==> config.mk <==
export PLATFORM = sky130hd
export DESIGN_NAME = qproc_mem_loader
export DESIGN_NICKNAME = d
export VERILOG_FILES = /design/src/rtl/qproc_mem_loader.sv
export SDC_FILE = /design/constraint.sdc
export NUM_CORES = 1
export LEC_CHECK = 0
export ABC_AREA = 1
export BUFFER_PORTS_ARGS = -buffer_cell sky130_fd_sc_hd__clkbuf_2
export CAP_MARGIN = 20
export CELL_PAD_IN_SITES_DETAIL_PLACEMENT = 2
export CELL_PAD_IN_SITES_GLOBAL_PLACEMENT = 2
export CORE_MARGIN = 5
export CORE_UTILIZATION = 34
export CTS_CLUSTER_DIAMETER = 60
export DETAILED_ROUTE_END_ITERATION = 12
export GPL_TIMING_DRIVEN = 0
export PLACE_DENSITY_LB_ADDON = 0.1
export REMOVE_ABC_BUFFERS = 1
export SYNTH_ARGS = -nofsm -noshare
export SYNTH_HDL_FRONTEND = slang
export SYNTH_SLANG_ARGS = --single-unit
==> constraint.sdc <==
create_clock -name ps_clk_i -period 2.9 [get_ports ps_clk_i]
set_input_delay 0.145 -clock ps_clk_i [delete_from_list [all_inputs] [get_ports ps_clk_i]]
set_output_delay 0.145 -clock ps_clk_i [all_outputs]
set_load 0.01 [all_outputs]
==> src/rtl/qproc_mem_loader.sv <==
// PS-side memory sequencer: packs 32-bit stream words into program/data/wave
// memory entries on write jobs and unpacks read entries onto a 32-bit stream.
module qproc_mem_loader #(
  parameter int RD_LAT = 2,
  parameter int LEN_W  = 16
) (
  input  logic             ps_clk_i,
  input  logic             ps_rst_ni,
  input  logic             cfg_start_i,
  input  logic             cfg_dir_i,
  input  logic [1:0]       cfg_sel_i,
  input  logic [15:0]      cfg_addr_i,
  input  logic [LEN_W-1:0] cfg_len_i,
  input  logic             abort_i,
  output logic             busy_o,
  output logic             done_o,
  output logic             err_o,
  input  logic [31:0]      s_dt_i,
  input  logic             s_valid_i,
  output logic             s_ready_o,
  output logic [31:0]      m_dt_o,
  output logic             m_valid_o,
  input  logic             m_ready_i,
  output logic [1:0]       ps_mem_sel_o,
  output logic             ps_mem_we_o,
  output logic [15:0]      ps_mem_addr_o,
  output logic [167:0]     ps_mem_w_dt_o,
  input  logic [167:0]     ps_mem_r_dt_i
);

  localparam int MEM_W = 168;
  localparam int BUF_W = 192;
  localparam int LAT_W = (RD_LAT > 1) ? $clog2(RD_LAT) : 1;

  typedef enum logic [2:0] {
    ST_IDLE      = 3'd0,
    ST_WR_FILL   = 3'd1,
    ST_WR_COMMIT = 3'd2,
    ST_RD_ISSUE  = 3'd3,
    ST_RD_WAIT   = 3'd4,
    ST_RD_DRAIN  = 3'd5,
    ST_DONE      = 3'd6
  } state_t;

  function automatic logic [2:0] last_word(input logic [1:0] sel);
    logic [2:0] idx;
    case (sel)
      2'd1:    idx = 3'd2;
      2'd2:    idx = 3'd0;
      2'd3:    idx = 3'd5;
      default: idx = 3'd0;
    endcase
    return idx;
  endfunction

  function automatic logic [MEM_W-1:0] width_mask(input logic [1:0] sel);
    logic [MEM_W-1:0] m;
    case (sel)
      2'd1:    m = {96'd0, {72{1'b1}}};
      2'd2:    m = {136'd0, {32{1'b1}}};
      2'd3:    m = {MEM_W{1'b1}};
      default: m = {MEM_W{1'b0}};
    endcase
    return m;
  endfunction

  state_t           r_state, w_state_nxt;
  logic [1:0]       r_sel, w_sel_nxt;
  logic [15:0]      r_addr, w_addr_nxt;
  logic [LEN_W-1:0] r_rem, w_rem_nxt;
  logic [2:0]       r_k, w_k_nxt;
  logic [LAT_W-1:0] r_lat, w_lat_nxt;
  logic [BUF_W-1:0] r_pack, w_pack_nxt;
  logic [BUF_W-1:0] r_unpack, w_unpack_nxt;
  logic             r_err, w_err_nxt;

  logic             r_busy, w_busy_nxt;
  logic             r_done, w_done_nxt;
  logic             r_s_ready, w_s_ready_nxt;
  logic             r_m_valid, w_m_valid_nxt;
  logic             r_we, w_we_nxt;
  logic [1:0]       r_mem_sel, w_mem_sel_nxt;
  logic [MEM_W-1:0] r_w_dt, w_w_dt_nxt;
  logic [31:0]      r_m_dt, w_m_dt_nxt;

  logic [2:0]       w_last_k;
  logic             w_last_entry;

  assign w_last_k     = last_word(r_sel);
  assign w_last_entry = (r_rem == LEN_W'(1'b1));

  // Sequencer next state and datapath; abort overrides every other event.
  always_comb begin
    w_state_nxt  = r_state;
    w_sel_nxt    = r_sel;
    w_addr_nxt   = r_addr;
    w_rem_nxt    = r_rem;
    w_k_nxt      = r_k;
    w_lat_nxt    = r_lat;
    w_pack_nxt   = r_pack;
    w_unpack_nxt = r_unpack;
    w_err_nxt    = r_err;
    if (abort_i && (r_state != ST_IDLE)) begin
      w_state_nxt = ST_IDLE;
      w_k_nxt     = 3'd0;
      w_pack_nxt  = {BUF_W{1'b0}};
    end else begin
      case (r_state)
        ST_IDLE: begin
          if (cfg_start_i) begin
            if ((cfg_sel_i == 2'd0) || (cfg_len_i == {LEN_W{1'b0}})) begin
              w_err_nxt = 1'b1;
            end else begin
              w_err_nxt   = 1'b0;
              w_sel_nxt   = cfg_sel_i;
              w_addr_nxt  = cfg_addr_i;
              w_rem_nxt   = cfg_len_i;
              w_k_nxt     = 3'd0;
              w_lat_nxt   = {LAT_W{1'b0}};
              w_pack_nxt  = {BUF_W{1'b0}};
              w_state_nxt = cfg_dir_i ? ST_RD_ISSUE : ST_WR_FILL;
            end
          end else begin
            w_state_nxt = ST_IDLE;
          end
        end
        ST_WR_FILL: begin
          if (s_valid_i) begin
            w_pack_nxt[{r_k, 5'd0} +: 32] = s_dt_i;
            if (r_k == w_last_k) begin
              w_state_nxt = ST_WR_COMMIT;
            end else begin
              w_k_nxt = r_k + 3'd1;
            end
          end else begin
            w_state_nxt = ST_WR_FILL;
          end
        end
        ST_WR_COMMIT: begin
          w_addr_nxt  = r_addr + 16'd1;
          w_rem_nxt   = r_rem - LEN_W'(1'b1);
          w_k_nxt     = 3'd0;
          w_pack_nxt  = {BUF_W{1'b0}};
          w_state_nxt = w_last_entry ? ST_DONE : ST_WR_FILL;
        end
        ST_RD_ISSUE: begin
          w_lat_nxt   = {LAT_W{1'b0}};
          w_state_nxt = ST_RD_WAIT;
        end
        ST_RD_WAIT: begin
          if (r_lat == LAT_W'(RD_LAT - 1)) begin
            w_unpack_nxt = {{(BUF_W-MEM_W){1'b0}}, ps_mem_r_dt_i & width_mask(r_sel)};
            w_k_nxt      = 3'd0;
            w_state_nxt  = ST_RD_DRAIN;
          end else begin
            w_lat_nxt = r_lat + LAT_W'(1'b1);
          end
        end
        ST_RD_DRAIN: begin
          if (m_ready_i) begin
            if (r_k == w_last_k) begin
              w_addr_nxt  = r_addr + 16'd1;
              w_rem_nxt   = r_rem - LEN_W'(1'b1);
              w_k_nxt     = 3'd0;
              w_state_nxt = w_last_entry ? ST_DONE : ST_RD_ISSUE;
            end else begin
              w_k_nxt = r_k + 3'd1;
            end
          end else begin
            w_state_nxt = ST_RD_DRAIN;
          end
        end
        ST_DONE: begin
          w_state_nxt = ST_IDLE;
        end
        default: begin
          w_state_nxt = ST_IDLE;
        end
      endcase
    end
  end

  // Output values for the coming cycle, derived from the next state only.
  always_comb begin
    w_busy_nxt    = (w_state_nxt != ST_IDLE);
    w_done_nxt    = (w_state_nxt == ST_DONE);
    w_s_ready_nxt = (w_state_nxt == ST_WR_FILL);
    w_m_valid_nxt = (w_state_nxt == ST_RD_DRAIN);
    w_we_nxt      = (w_state_nxt == ST_WR_COMMIT);
    w_mem_sel_nxt = 2'd0;
    w_w_dt_nxt    = {MEM_W{1'b0}};
    w_m_dt_nxt    = 32'd0;
    if (w_busy_nxt) begin
      w_mem_sel_nxt = w_sel_nxt;
    end else begin
      w_mem_sel_nxt = 2'd0;
    end
    if (w_we_nxt) begin
      w_w_dt_nxt = w_pack_nxt[MEM_W-1:0] & width_mask(w_sel_nxt);
    end else begin
      w_w_dt_nxt = {MEM_W{1'b0}};
    end
    if (w_m_valid_nxt) begin
      w_m_dt_nxt = w_unpack_nxt[{w_k_nxt, 5'd0} +: 32];
    end else begin
      w_m_dt_nxt = 32'd0;
    end
  end

  // State, datapath and output registers.
  always_ff @(posedge ps_clk_i or negedge ps_rst_ni) begin
    if (!ps_rst_ni) begin
      r_state   <= ST_IDLE;
      r_sel     <= 2'd0;
      r_addr    <= 16'd0;
      r_rem     <= {LEN_W{1'b0}};
      r_k       <= 3'd0;
      r_lat     <= {LAT_W{1'b0}};
      r_pack    <= {BUF_W{1'b0}};
      r_unpack  <= {BUF_W{1'b0}};
      r_err     <= 1'b0;
      r_busy    <= 1'b0;
      r_done    <= 1'b0;
      r_s_ready <= 1'b0;
      r_m_valid <= 1'b0;
      r_we      <= 1'b0;
      r_mem_sel <= 2'd0;
      r_w_dt    <= {MEM_W{1'b0}};
      r_m_dt    <= 32'd0;
    end else begin
      r_state   <= w_state_nxt;
      r_sel     <= w_sel_nxt;
      r_addr    <= w_addr_nxt;
      r_rem     <= w_rem_nxt;
      r_k       <= w_k_nxt;
      r_lat     <= w_lat_nxt;
      r_pack    <= w_pack_nxt;
      r_unpack  <= w_unpack_nxt;
      r_err     <= w_err_nxt;
      r_busy    <= w_busy_nxt;
      r_done    <= w_done_nxt;
      r_s_ready <= w_s_ready_nxt;
      r_m_valid <= w_m_valid_nxt;
      r_we      <= w_we_nxt;
      r_mem_sel <= w_mem_sel_nxt;
      r_w_dt    <= w_w_dt_nxt;
      r_m_dt    <= w_m_dt_nxt;
    end
  end

  assign busy_o        = r_busy;
  assign done_o        = r_done;
  assign err_o         = r_err;
  assign s_ready_o     = r_s_ready;
  assign m_valid_o     = r_m_valid;
  assign m_dt_o        = r_m_dt;
  assign ps_mem_sel_o  = r_mem_sel;
  assign ps_mem_we_o   = r_we;
  assign ps_mem_addr_o = r_addr;
  assign ps_mem_w_dt_o = r_w_dt;

endmodule

[Word-level counts from Yosys, hierarchy flattened]
Cells that the tools add are included.
Word-level totals
  word-level logic and storage cells: 126
  output and inout bits: 224
  register bits after elaboration: 633
Cells by class
  shift-type cells: 3
  mux-type cells: 59
  equality and inequality tests: 24
  bitwise logic cells: 3
  reduce and logical (&&, ||, !) cells: 14
  add/sub/neg operators: 5
Operators with widths (number)
  $mux W192: 7
  $pmux W168 S3: 2
  $mux W168: 5
  $pmux W192 S3: 1
  $and A168 B168 Y168: 2
  $bwmux W192: 1
  $shift A32 B10 Y192 const A: 1
  $shiftx A192 B9 Y32: 1
  $shiftx A32 B10 Y192: 1
  $mux W16: 8
  $pmux W16 S3: 2
  $mux W3: 18
  $mux W32: 1
  $pmux W3 S6: 1
  $add A16 B1 Y16 const B: 1
  $eq A16 B1 Y1 const B: 1
  $logic_not A16 Y1: 1
  $sub A16 B1 Y16 const B: 1
  $pmux W3 S5: 1
  $eq A3 B3 Y1 const B: 4
  $mux W2: 6
  $reduce_bool A3 Y1: 4
  $neg A8 Y10: 1
  $eq A3 B2 Y1 const B: 3
  20 further kinds: 34

[Depth between registers and ports, before layout]
Gate-level depths: netlist (run 1).
  word-level depth: 11
  depth in mapped cells: 18
  depth with buffers taken out: 16

[Worst setup path after synthesis (run 1)]
Ideal clock, no wire load.
  path kind: register to register
  start point: register r_k[0]
  end point: register r_w_dt[44] (netlist: ps_mem_w_dt_o[44])
  period minus slack after synthesis: 2.498 ns
  arrival: 2.373 ns
  data required time: 2.775 ns
  setup slack: 0.402 ns
  cell stages (with the launch flop): 13
  cells stage by stage: dfrtp_1 buf_4 inv_1 ha_1 ha_1 nand3_1 nor2_1 inv_1 nand2_1 buf_2 o32ai_1 o21ai_0 nor2_1
Between the ends
  cells in the longest elaborated chain, start to end: 8
  elaborated cells on any way between the ends: 17
  those cells by class: add/sub: 1; eq/ne: 2; shift: 2; mux: 11; bitwise: 1
RTL lines
  from (decl): RTL line 71  | logic [2:0] r_k, w_k_nxt;
  from (signal assigned): RTL line 235  | r_k <= w_k_nxt;
  $neg A8 Y10: RTL line 129  | w_pack_nxt[{r_k, 5'd0} +: 32] = s_dt_i;
  $shiftx A32 B10 Y192 / $shift A32 B10 Y192 (equally long branches): RTL line 129
  $bwmux W192: RTL line 129
  $mux W192: RTL line 128  | if (s_valid_i) begin
  $pmux W192 S3: RTL line 108  | case (r_state)
  $mux W192: RTL line 103  | if (abort_i && (r_state != ST_IDLE)) begin
  $and A168 B168 Y168: RTL line 199  | w_w_dt_nxt = w_pack_nxt[MEM_W-1:0] & width_mask(w_sel_nxt);
  $mux W168 *: RTL line 198  | if (w_we_nxt) begin
  via w_w_dt_nxt[44]: RTL line 83  | logic [MEM_W-1:0] r_w_dt, w_w_dt_nxt;
  to (signal assigned): RTL line 228  | r_w_dt <= {MEM_W{1'b0}};
  to (signal assigned): RTL line 246  | r_w_dt <= w_w_dt_nxt;
  to (decl): RTL line 83
The timed path passes the listed nets; every way through them passes the cells marked *. The select of a mux whose other input is x is not followed.
A chain may end at the register's enable or synchronous reset.

[Worst setup path after layout (run 1)]
  start point: register r_state[0]
  end point: register r_w_dt[2] (netlist: ps_mem_w_dt_o[2])
Between the ends
  elaborated cells on any way between the ends: 29
  those cells by class: eq/ne: 9; mux: 16; bitwise: 1; reduce/logical: 3
RTL lines
  from (decl): RTL line 67  | state_t r_state, w_state_nxt;
  from (signal assigned): RTL line 231  | r_state <= w_state_nxt;
  $eq A3 B3 Y1, or another cell as far along: RTL line 108
  $pmux W3 S6 / $logic_and A1 B1 Y1 (equally long branches): RTL line 108, 103
  $mux W3 *: RTL line 103
  via w_state_nxt[1]: RTL line 67
  $eq A3 B2 Y1 *: RTL line 189  | w_we_nxt = (w_state_nxt == ST_WR_COMMIT);
  via w_we_nxt: RTL line 81  | logic r_we, w_we_nxt;
  $mux W168 *: RTL line 198
  via w_w_dt_nxt[2]: RTL line 83
Marks and branches as above.

==> results of run 1 <==
-- worst max-delay path, stage by stage (launching register included) --
cell and delay, ns:
dfrtp_2 0.47, inv_2 0.11, nand2_4 0.09, nor2_1 0.55
nand3_1 0.26, nand2_1 0.15, a21oi_2 0.06, nor2_4 0.13
nand4_2 0.15, nor2_4 0.26, inv_8 0.16, buf_16 0.21
nor2_1 0.17
-- layout make-up --
type,count,area (sq um)
timing repair buffer,844,7041
clock buffer,103,2238
clock inverter,32,391.6
tap,1134,1419
multi-input combinational,2367,12000
inverter,262,1135
antenna,4,10.01
fill,8912,44170
sequential,609,15250
timing repair inverter,3,25.02
-- sequential cells by signal (all words and copies together), names as in the netlist --
signal / flops
busy_o: 1
done_o: 1
err_o: 1
m_dt_o: 32
m_valid_o: 1
ps_mem_addr_o: 16
ps_mem_sel_o: 2
ps_mem_w_dt_o: 168
ps_mem_we_o: 1
r_k: 3
r_lat: 1
r_pack: 168
r_rem: 16
r_sel: 2
r_state: 3
r_unpack: 192
s_ready_o: 1
-- power breakdown --
group	switching (mW)	internal [mW]	total (mW)
sequential	0.712	9.63	10.3
clock	4.16	5.99	10.2
combinational	10.9	4.92	15.8
total	15.7	20.5	36.3
-- layer usage --
metal  part of all wire [%]  wire [microns]  GRT usage, %  vias up
li1                       -               -             -    12460
met3                    5.1            7377         4.895      285
met4                    4.2            5990         10.18        6
met1                     40           56710         35.46    14780
met2                     51           73260         53.80      808
met5                  0.030              43             0        -
-- per-stage QoR --
stage / TNS (ns) / std cells
CTS: 0 / 5296
detailed placement: -414.50 / 4852
global route: -3.057 / 5356
finish: -0.1305 / 5358
floorplan: -1260.98 / 3219
global placement: - / 4817
-- synthesized netlist by cell type, drive strengths merged (5+ instances only) --
cell	instances	share of area, %
inv	260	3.4
o32ai	23	0.70
nand4	8	0.20
a211oi	5	0.15
clkbuf	91	1.2
o211ai	41	1.1
nand2	1135	15
nor2	350	7.2
dfrtp	609	53
o21a	27	0.71
nor4	5	0.11
xor2	7	0.21
a21oi	178	3.2
o21ai	326	5.7
o22ai	5	0.11
nand3	190	3.4
o31ai	12	0.31
buf	138	3.2
ha	11	0.48
nor3	9	0.17
-- kinds of logic after synthesis --
| logic type | synth area share, % |
|---|---|
| buffers and inverters | 7.810 |
| DFF | 53.14 |
| AOI/OAI and AO/OA | 12.16 |
| xor gates and xnor gates | 0.3054 |
| adders and majority gates | 0.4799 |
| and+or+nand+nor | 26.10 |
-- worst max-delay path by stage --
stage                               to  slack [ns]  cells past startpoint
finish                ps_mem_w_dt_o[2]       -0.04                     12
global route                m_dt_o[27]       -0.12                     18
CTS                          m_dt_o[5]       0.002                     17
detailed placement  ps_mem_w_dt_o[152]       -2.01                     13
global placement             m_dt_o[2]      -14.86                     12
floorplan                    m_dt_o[0]       -5.60                      9
-- repair_timing --
item,4_1_cts,5_1_grt
buffers inserted,44,39
hold buffers,234,1
gates resized for setup,111,114
hold endpoints to repair,512,1
setup endpoints to repair,409,240
pin swaps,18,29
gates cloned,31,19
==> metrics.log, run 1 <==
INFO  metric groute.usage.overall = 29.58%
INFO  metric numCtsBuffers = 79
INFO  metric layout.cell_area.non_filler = 39510 sq um
INFO  metric p_leak = 19.06 nW
INFO  metric count_of_pins_over_their_slew_limit = 0
INFO  metric critPathMaxFanout = 18
INFO  metric cts_root_buffer = clkbuf_16
INFO  metric wl = 143.4 mm
INFO  metric worstSetupStartpoint = r_state[0]
INFO  metric drc = 0
INFO  metric max-vdd-ir-drop = 0.6150 mV
INFO  metric synth_cells = 3448
INFO  metric fp.dieArea = 90260 sq um
INFO  metric die-width = 300.4 microns
INFO  metric pre_cts_slack = -2.014 ns
INFO  metric violations = setup timing
INFO  metric global_route.overflow_total = 0
INFO  metric io_buffer_count = 464
INFO  metric run_status = finished, violations left
INFO  metric cts.path.max_buffers = 3
INFO  metric fmaxAchievable = 340.6 MHz
INFO  metric worst_ep_required_time = 3.42 ns
INFO  metric regToRegStartpoint = r_state[0]
INFO  metric timing.hold.worst.class = in -> async
INFO  metric final_critical_path_setup_slack = -0.03615 ns
INFO  metric ys_types = 48
INFO  metric initial_antenna_violation_count = 6
INFO  metric max_slew_margin = 39.84%
INFO  metric r2r_cells = 12
INFO  metric fp.coreArea = 83690 sq um
INFO  metric design.portCount = 465
INFO  metric max-cap-violations = 0
INFO  metric routability_driven_placement_congestion_ratio = 0.8209
INFO  metric post_synth_instance_area = 28680 sq um
INFO  metric finClkSkew = 0.02950 ns
INFO  metric crit_path_start_kind = flop
INFO  metric fp.dieH = 300.4 microns
INFO  metric route.vias.total = 28340
INFO  metric r2r_setup_slack = -0.04 ns
INFO  metric synth_enable_flop_cells = 0
INFO  metric setup_viol = 8
INFO  metric worstReg2RegEnd = ps_mem_w_dt_o[2]
INFO  metric ys_seq_elements = 609
INFO  metric worstSkewPairLatency = 0.63 ns
INFO  metric grt_pass1_wl = 204.9 mm
INFO  metric hold_slack = 0.03917 ns
INFO  metric timing_hold_violations_final = 0
INFO  metric dpl.hpwl = 74.05 mm
INFO  metric final.min_clock_period = 2.936 ns
INFO  metric h-tree-depth = 3
INFO  metric power_total = 36.26 mW
INFO  metric total_iterations_of_the_first_detailed_routing_run = 5
INFO  metric vias_in_the_first_global_route = 32300
INFO  metric ys_flop_type = dfrtp_1
INFO  metric pin_count_of_the_biggest_net_entering_global_routing = 112
INFO  metric avgViaCountPerCell = 5.289
INFO  metric layout.core_utilization = 47.22%
INFO  metric ant_nets = 0
INFO  metric worst_ep_arrival_time = 3.46 ns
INFO  metric initial_core_util = 34.27%
INFO  metric setup_crit_end_kind = flop
INFO  metric power_per_cell_area = 917.7 nW/um^2
INFO  metric yosys_warns = 0
INFO  metric synth_seq_area_share = 53.14%
INFO  metric layout.cells.most_common_list = nand2_1 (1102), dfrtp_1 (604), clkbuf_2 (463)
INFO  metric place_area = 32110 sq um
INFO  metric period_share = 101.2%
INFO  metric layout.nets = 4418
INFO  metric wire_per_inst = 26.76 microns
INFO  metric ys_async_sr_fraction = 100.0%
INFO  metric area_growth = 37.79%
INFO  metric number_of_sinks_on_the_clock_net = 609
INFO  metric worstMarginPinSlew = 0.9014 ns
INFO  metric clk_pin_slew_worst_paths = 0.05 ns
INFO  metric core.rowCount = 106
INFO  metric crit_type = reg -> reg
INFO  metric detail_route.iter0.violations = 1467
INFO  metric drive_gt1_share = 23.58%
INFO  metric unrepaired_setup_endpoints_after_global_routing = yes
INFO  metric post_synth.cell_area_avg = 8.317 sq um
INFO  metric mostFrequentLayoutCell = nand2_1
INFO  metric tritoncts = built
Power figures use the tool's default switching activity.
==> run 2: changes to the inputs <==
--- a/config.mk
+++ b/config.mk
@@ -17,6 +17,7 @@
 export GPL_TIMING_DRIVEN = 0
 export PLACE_DENSITY_LB_ADDON = 0.1
 export REMOVE_ABC_BUFFERS = 1
+export SKIP_LAST_GASP = 1
 export SYNTH_ARGS = -nofsm -noshare
 export SYNTH_HDL_FRONTEND = slang
 export SYNTH_SLANG_ARGS = --single-unit
==> metrics.log, run 2 (same netlist as run 1, synthesis figures left out) <==
INFO  metric final_critical_path_setup_slack = 0.01925 ns
INFO  metric max-vdd-ir-drop = 0.6366 mV
INFO  metric grt_pass1_wl = 205.3 mm
INFO  metric critPathMaxFanout = 31
INFO  metric setup_viol = 0
INFO  metric core.rowCount = 106
INFO  metric power_total = 35.64 mW
INFO  metric critical-path-top-cell-by-count = nor2_4
INFO  metric r2r_setup_slack = 0.02 ns
INFO  metric fp.coreArea = 83690 sq um
INFO  metric avgViaCountPerCell = 5.266
INFO  metric fillers = 8916
INFO  metric crit_path_start_kind = flop
INFO  metric numCtsBuffers = 79
INFO  metric crit_chain = inv_2, nand2_2, nor2_4, nor2_4, buf_4, buf_4, buf_12, nor2_4, nand4_2, nor2_4, buf_12, nand2_8, nor2_2
INFO  metric unrepaired_setup_endpoints_after_global_routing = yes
INFO  metric crit_cells = 13
INFO  metric initial_antenna_violation_count = 6
INFO  metric clk_pin_slew_worst_paths = 0.05 ns
INFO  metric ant_nets = 0
INFO  metric worst_ep_required_time = 3.40 ns
INFO  metric count_of_pins_over_their_slew_limit = 0
INFO  metric pre_cts_slack = -2.014 ns
INFO  metric timing_hold_violations_final = 0
INFO  metric die-width = 300.4 microns
INFO  metric route.vias.total = 28120
INFO  metric number_of_sinks_on_the_clock_net = 609
INFO  metric place_area = 32110 sq um
INFO  metric worstSkewPairLatency = 0.63 ns
INFO  metric final_cell_count_no_fill = 5339
INFO  metric layout.cells.most_common_list = nand2_1 (1105), dfrtp_1 (604), clkbuf_2 (463)
INFO  metric drc = 0
INFO  metric finClkSkew = 0.02678 ns
INFO  metric max_slew_margin = 39.41%
INFO  metric fp.dieH = 300.4 microns
INFO  metric timing.hold.worst.class = in -> async
INFO  metric drive_gt1_share = 23.03%
INFO  metric multiInputGateArea = 11970 sq um
INFO  metric regToRegStartpoint = r_state[0]
INFO  metric worstSetupStartpoint = r_state[0]
INFO  metric sequential_cell_area = 15250 sq um
INFO  metric worst_ep_arrival_time = 3.39 ns
INFO  metric wire_per_inst = 26.14 microns
INFO  metric fmaxAchievable = 347.1 MHz
INFO  metric h-tree-depth = 3
INFO  metric cts.path.max_buffers = 3
INFO  metric tritoncts = built
INFO  metric critical_path.top_delay_family = simple AND/OR/NAND/NOR gates
INFO  metric p_leak = 18.87 nW
INFO  metric mostFrequentLayoutCell = nand2_1
INFO  metric groute.usage.overall = 29.65%
INFO  metric pin_count_of_the_biggest_net_entering_global_routing = 112
INFO  metric power_per_cell_area = 909.0 nW/um^2
INFO  metric wl = 139.6 mm
INFO  metric largest_register_ff_count = 192
INFO  metric worst_path_max_delay_cell = dfrtp_2
INFO  metric final.min_clock_period = 2.881 ns
INFO  metric worst_path_largest_cell_delay = 0.47 ns
INFO  metric worstMarginPinSlew = 0.9078 ns
INFO  metric tns = 0 ns
INFO  metric placed_cells_incl_taps = 4852
INFO  metric area_growth = 36.71%
INFO  metric global_route.overflow_total = 0
INFO  metric crit_type = reg -> reg
INFO  metric layout.nets = 4397
INFO  metric initial_core_util = 34.27%
INFO  metric total_iterations_of_the_first_detailed_routing_run = 5
INFO  metric r2r_cells = 13
INFO  metric path_buf_inv = 5
INFO  metric design.portCount = 465
INFO  metric cts_root_buffer = clkbuf_16
INFO  metric max-cap-violations = 0
INFO  metric detail_route.iter0.violations = 1433
INFO  metric period_share = 99.34%
INFO  metric hold_slack = 0.03735 ns
INFO  metric routability_driven_placement_congestion_ratio = 0.8209
INFO  metric largest-register = r_unpack
INFO  metric layout.cell_area.non_filler = 39200 sq um
INFO  metric fp.dieArea = 90260 sq um
INFO  metric dpl.hpwl = 74.05 mm
INFO  metric io_buffer_count = 464
INFO  metric vias_in_the_first_global_route = 32320
INFO  metric layout.core_utilization = 46.85%
INFO  metric worstReg2RegEnd = ps_mem_w_dt_o[43]
INFO  metric run_status = completed
INFO  metric setup_crit_end_kind = flop
run 2: changes by cell type in the layout (fill, tap and decap cells not counted), sizes merged:
| cell | previous run | this run |
|---|---|---|
| buf | 128 | 112 |
| clkbuf | 579 | 575 |
| diode | 4 | 6 |
| clkinv | 25 | 24 |
| inv | 256 | 257 |
| nand3 | 195 | 194 |
run 2: layer usage:
metal	part of all wire [%]	wire, microns	up-vias	track usage [%]
li1	-	-	12420	-
met5	0.031	43	-	0
met1	40	55770	14660	35.57
met4	3.9	5419	6	10.32
met3	5.0	7003	253	4.924
met2	51	71340	776	53.80
run 2: worst max-delay path by stage:
stage                    endpoint  slack [ns]
6_report        ps_mem_w_dt_o[43]        0.02
3_3_place_gp            m_dt_o[2]      -14.86
5_1_grt                m_dt_o[22]       -0.08
3_5_place_dp   ps_mem_w_dt_o[152]       -2.01
2_1_floorplan           m_dt_o[0]       -5.60
4_1_cts        ps_mem_w_dt_o[156]       -0.01
run 2: where the power goes:
group / total, mW / switching, mW / internal, mW
sequential: 10.3 / 0.708 / 9.63
clock: 10.1 / 4.15 / 5.99
combinational: 15.2 / 10.5 / 4.63
run 2: what timing repair did:
action                                  4_1_cts  5_1_grt
endpoints found under the setup margin      409      243
resized for setup                           109      105
pin swaps                                    18       24
hold buffers                                234        1
buffers inserted                             44       27
endpoints found under the hold margin       512        1
gates cloned                                 31       10
run 2: worst reg2reg max path, stage by stage (launching register included):
cell and delay (ns):
dfrtp_2 0.47, inv_2 0.12, nand2_2 0.14, nor2_4 0.20, nor2_4 0.09, buf_4 0.18
buf_4 0.23, buf_12 0.21, nor2_4 0.15, nand4_2 0.13, nor2_4 0.26, buf_12 0.14
nand2_8 0.18, nor2_2 0.28
run 2: layout make-up:
| cell class | count | share of cell area [%] |
|---|---|---|
| sequential | 609 | 38.90 |
| antenna | 6 | 0.03830 |
| timing repair buffer | 824 | 17.25 |
| timing repair inverter | 3 | 0.06383 |
| clock inverter | 32 | 0.9989 |
| inverter | 262 | 2.876 |
| multi-input combinational | 2366 | 30.54 |
| clock buffer | 103 | 5.710 |
| tap | 1134 | 3.619 |
==> run 3: changes to the inputs <==
--- a/config.mk
+++ b/config.mk
@@ -15,7 +15,8 @@
 export CTS_CLUSTER_DIAMETER = 60
 export DETAILED_ROUTE_END_ITERATION = 12
 export GPL_TIMING_DRIVEN = 0
-export PLACE_DENSITY_LB_ADDON = 0.1
+export MAX_ROUTING_LAYER = met4
+export PLACE_DENSITY = 0.84
 export REMOVE_ABC_BUFFERS = 1
 export SKIP_LAST_GASP = 1
 export SYNTH_ARGS = -nofsm -noshare
==> constraint.sdc (replaced) <==
create_clock -name ps_clk_i -period 3.25 [get_ports ps_clk_i]
set_input_delay 0.1625 -clock ps_clk_i [delete_from_list [all_inputs] [get_ports ps_clk_i]]
set_output_delay 0.1625 -clock ps_clk_i [all_outputs]
set_load 0.01 [all_outputs]
==> metrics.log, run 3 (same netlist as run 1, synthesis figures left out) <==
INFO  metric timing.hold.worst.class = in -> reg
INFO  metric area_growth = 34.11%
INFO  metric tns = -8.752 ns
INFO  metric worstMarginPinSlew = 1.039 ns
INFO  metric avgViaCountPerCell = 5.820
INFO  metric detail_route.iter0.violations = 2688
INFO  metric drive_gt1_share = 21.51%
INFO  metric global_route.overflow_total = 0
INFO  metric design.portCount = 465
INFO  metric layout.cells.most_common_list = nand2_1 (1114), dfrtp_1 (605), clkbuf_2 (463)
INFO  metric largest-register = r_unpack
INFO  metric critical-path-top-cell-by-count = nand2_1
INFO  metric period_share = 113.9%
INFO  metric critical_path.top_delay_family = simple AND/OR/NAND/NOR gates
INFO  metric max-vdd-ir-drop = 0.4991 mV
INFO  metric crit_path_start_kind = flop
INFO  metric total_iterations_of_the_first_detailed_routing_run = 5
INFO  metric fp.coreArea = 83690 sq um
INFO  metric wl = 176.3 mm
INFO  metric count_of_pins_over_their_slew_limit = 0
INFO  metric netSwitchingPower = 15.09 mW
INFO  metric grt_pass1_wl = 232.2 mm
INFO  metric worst_path_largest_cell_delay = 0.55 ns
INFO  metric tritoncts = built
INFO  metric dpl.hpwl = 77.50 mm
INFO  metric worst_ep_required_time = 3.77 ns
INFO  metric power_per_cell_area = 854.0 nW/um^2
INFO  metric h-tree-depth = 3
INFO  metric cts.path.max_buffers = 3
INFO  metric unrepaired_setup_endpoints_after_global_routing = yes
INFO  metric hold_slack = 0.04753 ns
INFO  metric worstSkewPairLatency = 0.66 ns
INFO  metric place_area = 32170 sq um
INFO  metric timing_hold_violations_final = 0
INFO  metric run_status = finished, violations left
INFO  metric pin_count_of_the_biggest_net_entering_global_routing = 104
INFO  metric groute.usage.overall = 35.32%
INFO  metric layout.cell_area.non_filler = 38460 sq um
INFO  metric power_frac_comb = 41.2%
INFO  metric max_slew_margin = 30.65%
INFO  metric layout.nets = 4341
INFO  metric number_of_sinks_on_the_clock_net = 609
INFO  metric path_buf_inv = 4
INFO  metric final_critical_path_setup_slack = -0.4526 ns
INFO  metric power_total = 32.85 mW
INFO  metric crit_chain = nor2_1, nand2_1, inv_2, nand3_4, buf_16, buf_16, buf_16, o21ai_0, nand2_1, nand3_1, nand2_1, nand2_1, nand2_1, nor2_2
INFO  metric largest_register_ff_count = 192
INFO  metric critPathMaxFanout = 78
INFO  metric initial_core_util = 34.27%
INFO  metric die-width = 300.4 microns
INFO  metric p_seq_share = 28.9%
INFO  metric core.rowCount = 106
INFO  metric clockPowerShare = 29.9%
INFO  metric fmaxAchievable = 270.1 MHz
INFO  metric io_buffer_count = 464
INFO  metric p_int = 17.76 mW
INFO  metric p_leak = 18.56 nW
INFO  metric max-cap-violations = 0
INFO  metric violations = setup timing
INFO  metric crit_type = reg -> reg
INFO  metric mostFrequentLayoutCell = nand2_1
INFO  metric worst_path_max_delay_cell = dfrtp_2
INFO  metric setup_crit_end_kind = flop
INFO  metric sw_frac_of_total = 45.94%
INFO  metric worst_ep_arrival_time = 4.23 ns
INFO  metric finClkSkew = 0.05414 ns
INFO  metric clk_pin_slew_worst_paths = 0.07 ns
INFO  metric vias_in_the_first_global_route = 33690
INFO  metric wire_per_inst = 33.03 microns
INFO  metric drc = 0
INFO  metric initial_antenna_violation_count = 38
INFO  metric route.vias.total = 31070
INFO  metric setup_viol = 79
INFO  metric cts_root_buffer = clkbuf_16
INFO  metric numCtsBuffers = 77
INFO  metric fp.dieArea = 90260 sq um
INFO  metric final.min_clock_period = 3.703 ns
INFO  metric routability_driven_placement_congestion_ratio = 0.8099
INFO  metric ant_nets = 0
INFO  metric fp.dieH = 300.4 microns
## run 3: metal layers
| layer | track usage (%) | routed length [microns] |
|---|---|---|
| met5 | - | 0 |
| met4 | 21.69 | 16210 |
| met3 | 9.221 | 15060 |
| met2 | 59.74 | 84110 |
| met1 | 37.00 | 60960 |
## run 3: worst paths after layout
check,end,cells past startpoint,startpoint,slack (ns)
min reg2reg,r_unpack[169],2,r_unpack[169],0.46
max reg2reg,m_dt_o[18],14,r_state[0],-0.45
max,m_dt_o[18],14,r_state[0],-0.45
min in group asynchronous,r_rem[14],2,ps_rst_ni,0.12
max in group asynchronous,r_unpack[142],4,ps_rst_ni,1.55
min,r_pack[22],3,s_dt_i[22],0.05
## run 3: what timing repair did
action / CTS / global route
setup buffers: 20 / 18
endpoints found under the hold margin: 298 / 0
pin swaps: 9 / 9
gates resized for setup: 54 / 60
gates cloned: 13 / 10
hold buffers: 229 / 0
setup endpoints to repair: 354 / 241
## run 3: layout make-up
class | count | area, sq um
Fill cell | 8924 | 45230
Tap cell | 1134 | 1419
Clock inverter | 33 | 509.2
Sequential cell | 609 | 15250
Inverter | 262 | 1082
Timing Repair Buffer | 781 | 6197
Clock buffer | 108 | 2285
Timing Repair inverter | 1 | 7.507
Antenna cell | 54 | 135.1
Multi-Input combinational cell | 2357 | 11580
## run 3: stage by stage
stage | setup slack [ns] | utilization [%] | instances
floorplan | -5.245 | - | 3219
global placement | -14.61 | 37.24 | 4817
detailed placement | -1.569 | 38.44 | 4854
CTS | 0.0003224 | 45.31 | 5257
global route | -0.3360 | 45.94 | 5333
finish | -0.4526 | 45.96 | 5339
## run 3: power groups by stage
stage	Sequential [mW]	Combinational, mW	Clock, mW
after floorplan	9.21	5.41	0
after global placement	9.39	8.81	0
after detailed placement	9.27	10.0	0
after CTS	9.15	11.5	9.60
after global routing	9.50	14.0	10.2
final	9.50	13.5	9.81
## run 3: worst reg2reg max path, cell delays in order (launching register included)
cell and delay, ns:
dfrtp_2 0.55, nor2_1 0.32, nand2_1 0.21, inv_2 0.21
nand3_4 0.15, buf_16 0.23, buf_16 0.24, buf_16 0.37
o21ai_0 0.47, nand2_1 0.19, nand3_1 0.14, nand2_1 0.10
nand2_1 0.13, nand2_1 0.10, nor2_2 0.20
